[config.mk]
export PLATFORM = sky130hd
export DESIGN_NAME = shift_add_mac_flat
export DESIGN_NICKNAME = d
export VERILOG_FILES = /design/src/rtl/shift_add_mac_if.sv /design/src/rtl/shift_add_mac.sv /design/src/flat_wrapper.sv
export SDC_FILE = /design/constraint.sdc
export NUM_CORES = 1
export LEC_CHECK = 0
export ABC_AREA = 0
export CORE_MARGIN = 5
export CORE_UTILIZATION = 45
export DETAILED_ROUTE_END_ITERATION = 12
export HOLD_SLACK_MARGIN = 0.12
export PLACE_DENSITY = 0.77
export SYNTH_ARGS = -nofsm -noshare
export SYNTH_HDL_FRONTEND = slang
export SYNTH_SLANG_ARGS = --single-unit
[constraint.sdc]
create_clock -name clk -period 5.6 [get_ports clk]
set_input_delay 0.56 -clock clk [delete_from_list [all_inputs] [get_ports clk]]
set_output_delay 0.56 -clock clk [all_outputs]
set_load 0.01 [all_outputs]
[src/rtl/shift_add_mac_if.sv]
// rtl/shift_add_mac_if.sv - operand/result handshake bundle for the shift-add MAC
interface shift_add_mac_if #(
    parameter int WIDTH = 4
);
    logic [WIDTH-1:0]   A;
    logic [WIDTH-1:0]   B;
    logic               ACC;
    logic               in_valid;
    logic               in_ready;
    logic               out_valid;
    logic               out_ready;
    logic [2*WIDTH-1:0] P;
    logic               OVF;

    // Producer of operands and consumer of results
    modport master (
        output A, B, ACC, in_valid, out_ready,
        input  in_ready, out_valid, P, OVF
    );

    // The MAC itself
    modport slave (
        input  A, B, ACC, in_valid, out_ready,
        output in_ready, out_valid, P, OVF
    );
endinterface

[src/rtl/shift_add_mac.sv]
// rtl/shift_add_mac.sv - sequential shift-and-add multiplier / accumulator, one multiplier bit per cycle
module shift_add_mac #(
    parameter int WIDTH = 4
) (
    input  logic          clk,
    input  logic          rst,
    shift_add_mac_if.slave bus
);
    localparam int DW    = 2 * WIDTH;
    localparam int CNT_W = $clog2(WIDTH + 1);
    localparam logic [CNT_W-1:0] LAST_BIT = CNT_W'(WIDTH - 1);

    typedef enum logic [1:0] {
        IDLE = 2'd0,
        CALC = 2'd1,
        DONE = 2'd2
    } state_t;

    state_t           state_q, state_d;
    logic [DW-1:0]    mcand_q, mcand_d;     // multiplicand, pre-shifted to the current bit weight
    logic [WIDTH-1:0] mplier_q, mplier_d;   // multiplier, consumed from bit 0
    logic [DW-1:0]    work_q, work_d;       // running accumulation
    logic             carry_q, carry_d;     // sticky carry out of bit DW-1
    logic [CNT_W-1:0] cnt_q, cnt_d;
    logic [DW-1:0]    p_q, p_d;
    logic             ovf_q, ovf_d;
    logic [DW:0]      sum;

    // The sum P_prev + A*B stays below 2^(DW+1), so at most one partial add
    // can carry out; a sticky OR of per-step carries is the final carry.

    // Next-state, datapath and handshake outputs
    always_comb begin
        state_d  = state_q;
        mcand_d  = mcand_q;
        mplier_d = mplier_q;
        work_d   = work_q;
        carry_d  = carry_q;
        cnt_d    = cnt_q;
        p_d      = p_q;
        ovf_d    = ovf_q;
        sum      = {1'b0, work_q} + {1'b0, (mplier_q[0] ? mcand_q : {DW{1'b0}})};

        bus.in_ready  = 1'b0;
        bus.out_valid = 1'b0;

        case (state_q)
            IDLE: begin
                bus.in_ready = 1'b1;
                if (bus.in_valid) begin
                    mcand_d  = {{WIDTH{1'b0}}, bus.A};
                    mplier_d = bus.B;
                    work_d   = bus.ACC ? p_q : {DW{1'b0}};
                    carry_d  = 1'b0;
                    cnt_d    = '0;
                    state_d  = CALC;
                end
            end
            CALC: begin
                work_d   = sum[DW-1:0];
                carry_d  = carry_q | sum[DW];
                mcand_d  = mcand_q << 1;
                mplier_d = mplier_q >> 1;
                cnt_d    = cnt_q + CNT_W'(1);
                if (cnt_q == LAST_BIT) begin
                    p_d     = sum[DW-1:0];
                    ovf_d   = carry_q | sum[DW];
                    state_d = DONE;
                end
            end
            DONE: begin
                bus.out_valid = 1'b1;
                if (bus.out_ready) begin
                    state_d = IDLE;
                end
            end
            default: begin
                state_d = IDLE;
            end
        endcase
    end

    // State and datapath registers; reset wins over everything
    always_ff @(posedge clk) begin
        if (rst) begin
            state_q  <= IDLE;
            mcand_q  <= '0;
            mplier_q <= '0;
            work_q   <= '0;
            carry_q  <= 1'b0;
            cnt_q    <= '0;
            p_q      <= '0;
            ovf_q    <= 1'b0;
        end else begin
            state_q  <= state_d;
            mcand_q  <= mcand_d;
            mplier_q <= mplier_d;
            work_q   <= work_d;
            carry_q  <= carry_d;
            cnt_q    <= cnt_d;
            p_q      <= p_d;
            ovf_q    <= ovf_d;
        end
    end

    assign bus.P   = p_q;
    assign bus.OVF = ovf_q;
endmodule
[src/flat_wrapper.sv]
// flat-port wrapper written by rule: the top's interface ports become plain ports
module shift_add_mac_flat 
#(
    parameter int WIDTH = 4
)
  (clk, rst, bus_A, bus_B, bus_ACC, bus_in_valid, bus_out_ready, bus_in_ready, bus_out_valid, bus_P, bus_OVF);
  shift_add_mac_if #(.WIDTH(WIDTH)) bus_i ();
  input  logic clk;
  input  logic rst;
  input wire logic [$bits(bus_i.A)-1:0] bus_A;
  input wire logic [$bits(bus_i.B)-1:0] bus_B;
  input wire logic [$bits(bus_i.ACC)-1:0] bus_ACC;
  input wire logic [$bits(bus_i.in_valid)-1:0] bus_in_valid;
  input wire logic [$bits(bus_i.out_ready)-1:0] bus_out_ready;
  output wire logic [$bits(bus_i.in_ready)-1:0] bus_in_ready;
  output wire logic [$bits(bus_i.out_valid)-1:0] bus_out_valid;
  output wire logic [$bits(bus_i.P)-1:0] bus_P;
  output wire logic [$bits(bus_i.OVF)-1:0] bus_OVF;
  assign bus_i.A = bus_A;
  assign bus_i.B = bus_B;
  assign bus_i.ACC = bus_ACC;
  assign bus_i.in_valid = bus_in_valid;
  assign bus_i.out_ready = bus_out_ready;
  assign bus_in_ready = bus_i.in_ready;
  assign bus_out_valid = bus_i.out_valid;
  assign bus_P = bus_i.P;
  assign bus_OVF = bus_i.OVF;
  shift_add_mac #(.WIDTH(WIDTH)) u_core (.clk(clk), .rst(rst), .bus(bus_i));
endmodule
======== Word level (Yosys, flattened, before mapping) ========
Cells that the tools add are included.
W data, S select, Z words.
operators by class
  bitwise logic cells ..................... 1
  reduce and logical (&&, ||, !) cells .... 5
  equality and inequality tests ........... 6
  add/sub/neg operators ................... 2
  mux-type cells .......................... 18
operator list
  kind                   count
  $mux W8                4
  $pmux W8 S2            2
  $add A8 B8 Y9          1
  $pmux W4 S2            1
  $mux W2                3
  $pmux W2 S3            1
  $pmux W3 S2            1
  $mux W4                1
  $ne A2 B2 Y1 const B   2
  $reduce_and A2 Y1      2
  $add A3 B1 Y3 const B  1
  $eq A3 B2 Y1 const B   1
  $mux W1                3
  $mux W3                1
  $reduce_and A3 Y1      1
  $eq A2 B1 Y1 const B   1
  $eq A2 B2 Y1 const B   1
  $logic_not A2 Y1       1
  $ne A2 B1 Y1 const B   1
  $pmux W1 S2            1
  $reduce_bool A2 Y1     1
  $or A1 B1 Y1           1
storage, ports and cells
  output and inout port bits .............. 11
  logic and storage cells ................. 40
  flip-flop bits (word level) ............. 35
  bits of input ports ..................... 13

======== Longest topological paths before layout ========
Gate-level depths: netlist of the first run.
  depth in word-level cells ............... 4
  gate-level depth with buffers ........... 8
  depth with buffers taken out ............ 8

======== Worst setup path after synthesis of the first run ========
OpenSTA, ideal clock, no wires.
  path kind ............................... register to register
  start ................................... register u_core.mplier_q[0]
  end ..................................... register u_core.work_q[6]
  setup slack ............................. 3.494 ns
  setup time .............................. 0.091 ns
  arrival time ............................ 2.015 ns
  data required time ...................... 5.509 ns
  period minus slack after synthesis ...... 2.106 ns
  path buffers ............................ 0
  stages on the path, launching flop included .. 9
  path through ............................ dfxtp_1 -> and2_1 -> ha_1 -> fa_1 -> a21o_1 -> a221oi_1 -> xnor2_1 -> nand2_1 -> a311oi_1
between the ends
  word-level cells in the longest chain between the ends .. 3
RTL lines
  what                      RTL line             source
  start: declaration        shift_add_mac.sv:21  logic [WIDTH-1:0] mplier_q, mplier_d;
  start signal: assignment  shift_add_mac.sv:97  mplier_q <= mplier_d;
  $mux W8                   shift_add_mac.sv:42  sum = {1'b0, work_q} + {1'b0, (mplier_q[0] ? mcand_q : {DW{1'b0}})};
  $add A8 B8 Y9             shift_add_mac.sv:42
  $pmux W8 S2               shift_add_mac.sv:47  case (state_q)
  end signal: assignment    shift_add_mac.sv:98  work_q <= work_d;
  end: declaration          shift_add_mac.sv:22  logic [DW-1:0] work_q, work_d;
Every way passes these cells.
A chain may end at the register's enable or synchronous reset.

======== Final worst setup path of the first run ========
Ends and elaborated chain as after synthesis.

==> metrics.md, run 1 <==
| Metric | Value |
|---|---|
| Worst Path Required | 5.80 ns |
| Layout Skew | 0.00541 ns |
| Ys Warns | 0 |
| Clock buffer depth | 2 |
| CP Max Fanout | 9 |
| Post-synthesis area per instance | 8.15 sq um |
| RePlAce Congestion | 0.808 |
| Clk slew on worst S/H paths | 0.07 ns |
| Highest clock rate | 0.417 GHz |
| Top cell type's share of synthesized area | 39.2% |
| CTS tree | yes |
| Via density | 5.47 |
| Layout area overhead | 20.1% |
| Layout Cells excl Fill | 286 |
| WL per Instance | 13.9 um |
| Register area share after synthesis | 39.2% |
| Vias in the first global route | 1476 |
| Final Hold Vio Count | 0 |
| Port Buffers | 23 |
| Final instance area | 2140 sq um |
| CTS Buf Count | 5 |
| Layout cells sized above 1 | 5.88% |
| CTS HTree Levels | 2 |
| Initial Util | 47.7% |
| First-pass GRT wire length | 6920 um |
| MaxCap Viol Count | 0 |
| Pleak | 0.853 nW |
| Post-Place Worst Slack | 3.16 ns |
| Most common cell after layout, fill and taps aside | nor2_1 |
| Final net count | 261 |
| Total GRT Usage | 16.8% |
| Period Utilization, post-route | 42.9% |
| Worst setup EP type | flop |
| Antenna cells | 0 |
| Hold WC Path Type | flop to flop |
| Post-route DRC violation count | 0 |
| Setup bufs post-CTS | 0 |
| Startpoint of the worst hold path | u_core.work_q[2] |
| CTS root buffer | clkbuf_8 |
| Power Density | 263 nW/um^2 |
| Final number of setup-violating endpoints | 0 |
| Seq cells post-synth | 35 |
| Syn nets | 243 |
| Die height | 73.0 um |
| Ranking of synthesized cells by area | dfxtp_1, nor2_1, ha_1, a21oi_1, nand2_1 |
| Drt total wl | 3980 um |
| Die X-Extent | 73.0 um |
| Worst Max-Slew Pin Slew | 0.706 ns |
| Clock Sinks | 35 |
| Largest net degree at the start of global routing | 38 |
| Clock latency on the worst-skew pair | 0.29 ns |
| Post-Synthesis Cells | 219 |
| CTS Hold Bufs | 0 |
| Fill cells | 368 |
| Core area | 3740 sq um |
| Distinct cells, synth | 38 |
| DR pass1 iterations | 4 |
| CP Launch Point | u_core.mplier_q[0] |
| Worst hold path stage count | 2 |
| Worst rel slew slack | 52.9% |
| HPWL after DPL | 2760 um |
| Area post-placement | 2030 sq um |
| Final setup TNS | 0 ns |
| R2R cell count | 8 |
| Dominant cell type by area after synthesis | dfxtp_1 |
| Netlist Area Pre-Place | 1790 sq um |
| Max IR drop VDD | 130 uV |
| Max-slew violation total from the final report | 0 |
| Most frequent cells in the layout | nor2_1, dfxtp_1, nand2_1 |
| Critical Path AT | 2.60 ns |
| Die ar. | 5330 sq um |
| Num rows | 22 |
| Io pins | 24 |
| GRT Residual Overflow | 0 |
| CP Launch Type | flop |
| Vias | 1565 |
| RSZ-0062 raised after global routing | false |
| Status | finished, final reports clean |
| # resized after CTS | 0 |
| Minimum clock period | 2.40 ns |
| Initial antenna violation count | 0 |
| Initial DRC Count | 79 |
| Worst r2r src | u_core.mplier_q[0] |
| Post-layout worst setup margin | 3.20 ns |
| Placed insts | 278 |
| Remaining antenna violation count | 0 |
| Critical path class | flop to flop |
-- synth_stat cells --
cell and number:
and3_1 1, o21ai_0 1, xnor2_1 3, ha_1 10, clkbuf_1 8, nor3_1 7
nand3b_1 2, fa_1 1, mux2i_1 1, nand2b_1 3, nand2_1 24, a221oi_1 1
or2_2 1, nor2_1 37, nor2b_1 7, dfxtp_1 35, nand3_1 6, nand4b_1 1
and2b_1 1, a211oi_1 4, nand2_4 1, nor2_2 2, a22oi_1 6, a21o_1 3
a311oi_1 6, xor2_1 3, buf_4 1, and2_1 9, buf_2 3, buf_1 1
inv_1 2, or4_1 1, o211ai_1 1, o21bai_1 2, a31oi_1 1, a2111oi_2 1
a32oi_1 2, a21oi_1 20
-- logic make-up after synthesis --
group / count (synthesis) / synth area share [%]
flip-flops: 35 / 39.2
AO/OA/AOI/OAI: 48 / 18.2
adder cells (fa/ha/maj): 11 / 8.13
XOR/XNOR: 6 / 2.94
multiplexers: 1 / 0.561
AND/OR/NAND/NOR: 103 / 27.3
buffers and inverters: 15 / 3.57
-- registers in the layout, summed over array words and instances, names as in the netlist --
signal / cells
u_core.work_q: 8
u_core.bus.OVF: 1
u_core.state_q: 2
u_core.carry_q: 1
u_core.mplier_q: 4
u_core.mcand_q: 8
u_core.cnt_q: 3
u_core.bus.P: 8
-- layout make-up --
| cell class | instances | area, sq um | area share, % |
|---|---|---|---|
| inverters | 2 | 7.51 | 0.350 |
| repair buffers | 24 | 238 | 11.1 |
| well taps | 48 | 60.1 | 2.80 |
| clock inverters | 2 | 35.0 | 1.63 |
| flip-flops and latches | 35 | 701 | 32.7 |
| multi-input cells | 169 | 1020 | 47.6 |
| clock buffers | 6 | 82.6 | 3.85 |
-- critical path, stage by stage, from the launching register on --
cell,delay [ns]
dfxtp_1,0.38
and2_1,0.19
ha_1,0.21
fa_1,0.42
a21o_1,0.20
a221oi_1,0.39
xnor2_1,0.19
nand2_1,0.07
a311oi_1,0.26
-- through the flow --
| stage | total power, W | hold WS (ns) | utilization, % |
|---|---|---|---|
| 2_1_floorplan | 0.000314 | 0.441 | - |
| 3_3_place_gp | 0.000333 | 0.460 | 54.1 |
| 3_5_place_dp | 0.000334 | 0.467 | 54.1 |
| 4_1_cts | 0.000571 | 0.477 | 57.3 |
| 5_1_grt | 0.000592 | 0.503 | 57.3 |
| 6_report | 0.000564 | 0.477 | 57.3 |
-- power by group --
group / switching, W / internal, W
combinational: 0.0000346 / 0.0000267
sequential: 0.00000904 / 0.000258
clock: 0.0000916 / 0.000144
-- per-layer routing --
layer / routed length [um] / vias to the layer above / GRT usage [%]
met2: 1730 / 45 / 25.3
li1: - / 803 / -
met5: 0 / - / 0
met3: 259 / 9 / 5.23
met4: 87 / 0 / 6.56
met1: 1910 / 708 / 22.2
-- final timing paths --
kind / end / slack, ns
setup / recovery: u_core.work_q[6] / 3.20
hold / removal: u_core.work_q[2] / 0.48
setup reg to reg: u_core.work_q[6] / 3.20
hold reg to reg: u_core.work_q[2] / 0.48
Power figures use the tool's default switching activity.
==> run 2, diff against run 1 <==
- clock period: 5.6 -> 2.4 ns (I/O delays scaled with it)
==> run 2 against run 1 <==
Compared with the run above:
- die area is the same
- worst hold slack lost 0.0017 ns
- clock skew shrank 0.0015 ns
- clock power grew 81%
- clock-buffer cell count is the same
- first-iteration DRC count grew 2.5%
- flip-flop and latch count is the same
- design area grew 1.6%
- combinational power grew to 2.6 times the previous value
- via count grew 2.7%
- sequential power grew 130%
- register-to-register slack lost 3.0 ns
==> metrics.md, run 2 (synthesized netlist as in run 1, its figures left out) <==
| Metric | Value |
|---|---|
| Critical Path AT | 2.44 ns (-0.16 ns) |
| Worst Max-Slew Pin Slew | 0.537 ns (-0.169 ns) |
| HPWL after DPL | 2890 um (+4.8%) |
| CTS Buf Count | 5 (unchanged) |
| Initial antenna violation count | 0 (unchanged) |
| Max-slew violation total from the final report | 0 (unchanged) |
| Status | finished, final reports clean |
| Highest clock rate | 0.447 GHz (+7.2%) |
| DR pass1 iterations | 5 (+1) |
| Post-Place Worst Slack | 0.0760 ns (-3.08 ns) |
| Worst hold slack | 0.475 ns (-0.00172 ns) |
| RSZ-0062 raised after global routing | false |
| Total GRT Usage | 16.4% (-0.34 points) |
| Clock latency on the worst-skew pair | 0.29 ns (about the same) |
| Initial DRC Count | 81 (+2.5%) |
| Layout cells sized above 1 | 9.05% (+3.2 points) |
| Port Buffers | 23 (unchanged) |
| Die height | 73.0 um (unchanged) |
| Io pins | 24 (unchanged) |
| Minimum clock period | 2.24 ns (-0.161 ns) |
| Remaining antenna violation count | 0 (unchanged) |
| Vias in the first global route | 1454 (-1.5%) |
| Global routing's busiest layer | met2 |
| First-pass GRT wire length | 6710 um (-3.0%) |
| MaxCap Viol Count | 0 (unchanged) |
| Clk slew on worst S/H paths | 0.07 ns (about the same) |
| GRT Residual Overflow | 0 (unchanged) |
| RePlAce Congestion | 0.852 (+5.4%) |
| Post-layout worst setup margin | 0.161 ns (-3.04 ns) |
| Vias | 1608 (+2.7%) |
| Met2 Track Usage GR | 25.9% (+0.60 points) |
| Clock Sinks | 35 (unchanged) |
| Final Hold Vio Count | 0 (unchanged) |
| Critical path class | flop to flop |
| Most frequent cells in the layout | nor2_1, dfxtp_1, nand2_1 |
| Hold WC Path Type | flop to flop |
| CTS tree | yes |
| Antenna cells | 0 (unchanged) |
| Core area | 3740 sq um (unchanged) |
| Worst rel slew slack | 64.1% (+11 points) |
| Clock buffer depth | 2 (unchanged) |
| Final setup TNS | 0 ns (unchanged) |
| Met1 Use GR | 20.4% (-1.7 points) |
| Worst Path Required | 2.60 ns (-3.20 ns) |
| CTS root buffer | clkbuf_8 |
| Layout Skew | 0.00390 ns (-0.00151 ns) |
| Die ar. | 5330 sq um (unchanged) |
| Drt total wl | 4100 um (+2.9%) |
| Initial Util | 47.7% (unchanged) |
| Most common cell after layout, fill and taps aside | nor2_1 |
| Post-route DRC violation count | 0 (unchanged) |
| CP Launch Type | flop |
| Num rows | 22 (unchanged) |
| Final number of setup-violating endpoints | 0 (unchanged) |
| CP Max Fanout | 9 (unchanged) |
| Power Density | 553 nW/um^2 (+110%) |
| Worst setup EP type | flop |
| Max IR drop VDD | 344 uV (+170%) |
| Final net count | 267 (+2.3%) |
| CTS HTree Levels | 2 (unchanged) |
| Period Utilization, post-route | 93.3% (+50 points) |
| Layout area overhead | 22.0% |
| Met3 Usage GRT | 4.96% (-0.28 points) |
| Die X-Extent | 73.0 um (unchanged) |
| WL per Instance | 14.1 um (+1.1%) |
| Pleak | 0.872 nW (+2.2%) |
| Largest net degree at the start of global routing | 23 (-39%) |
| Via density | 5.53 (+0.98%) |
run 2: cell types whose count changed in the layout (fill, tap and decap cells not counted), sizes merged:
| cell | delta |
|---|---|
| buf | +6 |
| bufinv | -1 |
run 2: per-stage QoR:
stage / instance area, sq um / power (W) / instances / util, %
2_1_floorplan: 1790 / 0.000734 / 219 / -
3_3_place_gp: 2070 / 0.000787 / 284 / 55.3
3_5_place_dp: 2070 / 0.000789 / 284 / 55.3
4_1_cts: 2160 / 0.00122 / 291 / 57.7
5_1_grt: 2180 / 0.00127 / 291 / 58.2
6_report: 2180 / 0.00121 / 291 / 58.2
run 2: timing repair:
item,CTS,global route
setup buffers,0,0
resized for setup,0,3
setup endpoints to repair,0,2
hold endpoints to repair,0,0
hold buffers,0,0
run 2: final timing paths:
| path | cells past startpoint | slack (ns) | start | end |
|---|---|---|---|---|
| worst max register to register | 8 | 0.16 | u_core.mplier_q[0] | u_core.work_q[6] |
| worst min register to register | 1 | 0.47 | u_core.cnt_q[0] | u_core.cnt_q[0] |
| worst min-delay path | 1 | 0.47 | u_core.cnt_q[0] | u_core.cnt_q[0] |
| worst max-delay path | 8 | 0.16 | u_core.mplier_q[0] | u_core.work_q[6] |
run 2: worst max-delay path, cell delays in order (launching register included):
cell and delay, ns:
dfxtp_1 0.36, and2_1 0.17, ha_1 0.20, fa_1 0.42, a21o_1 0.21, a221oi_2 0.28
xnor2_1 0.18, nand2_1 0.09, a311oi_2 0.24
run 2: where the power goes:
group / internal [W] / switching (W)
Sequential: 0.000603 / 0.0000182
Combinational: 0.0000711 / 0.0000870
Clock: 0.000225 / 0.000201
run 2: final cells by class:
class	count	area (sq um)
Inverter	2	7.51
Sequential cell	35	701
Tap cell	48	60.1
Multi-Input combinational cell	169	1040
Clock buffer	6	82.6
Timing Repair Buffer	30	283
Clock inverter	1	5.00
Fill cell	373	1570
run 2: layer usage:
metal	vias to the layer above	wire, um	share of wire, %
met3	7	337	8.2
met5	-	0	0
met1	742	1870	46
met2	48	1830	45
met4	0	68	1.7
li1	811	-	-
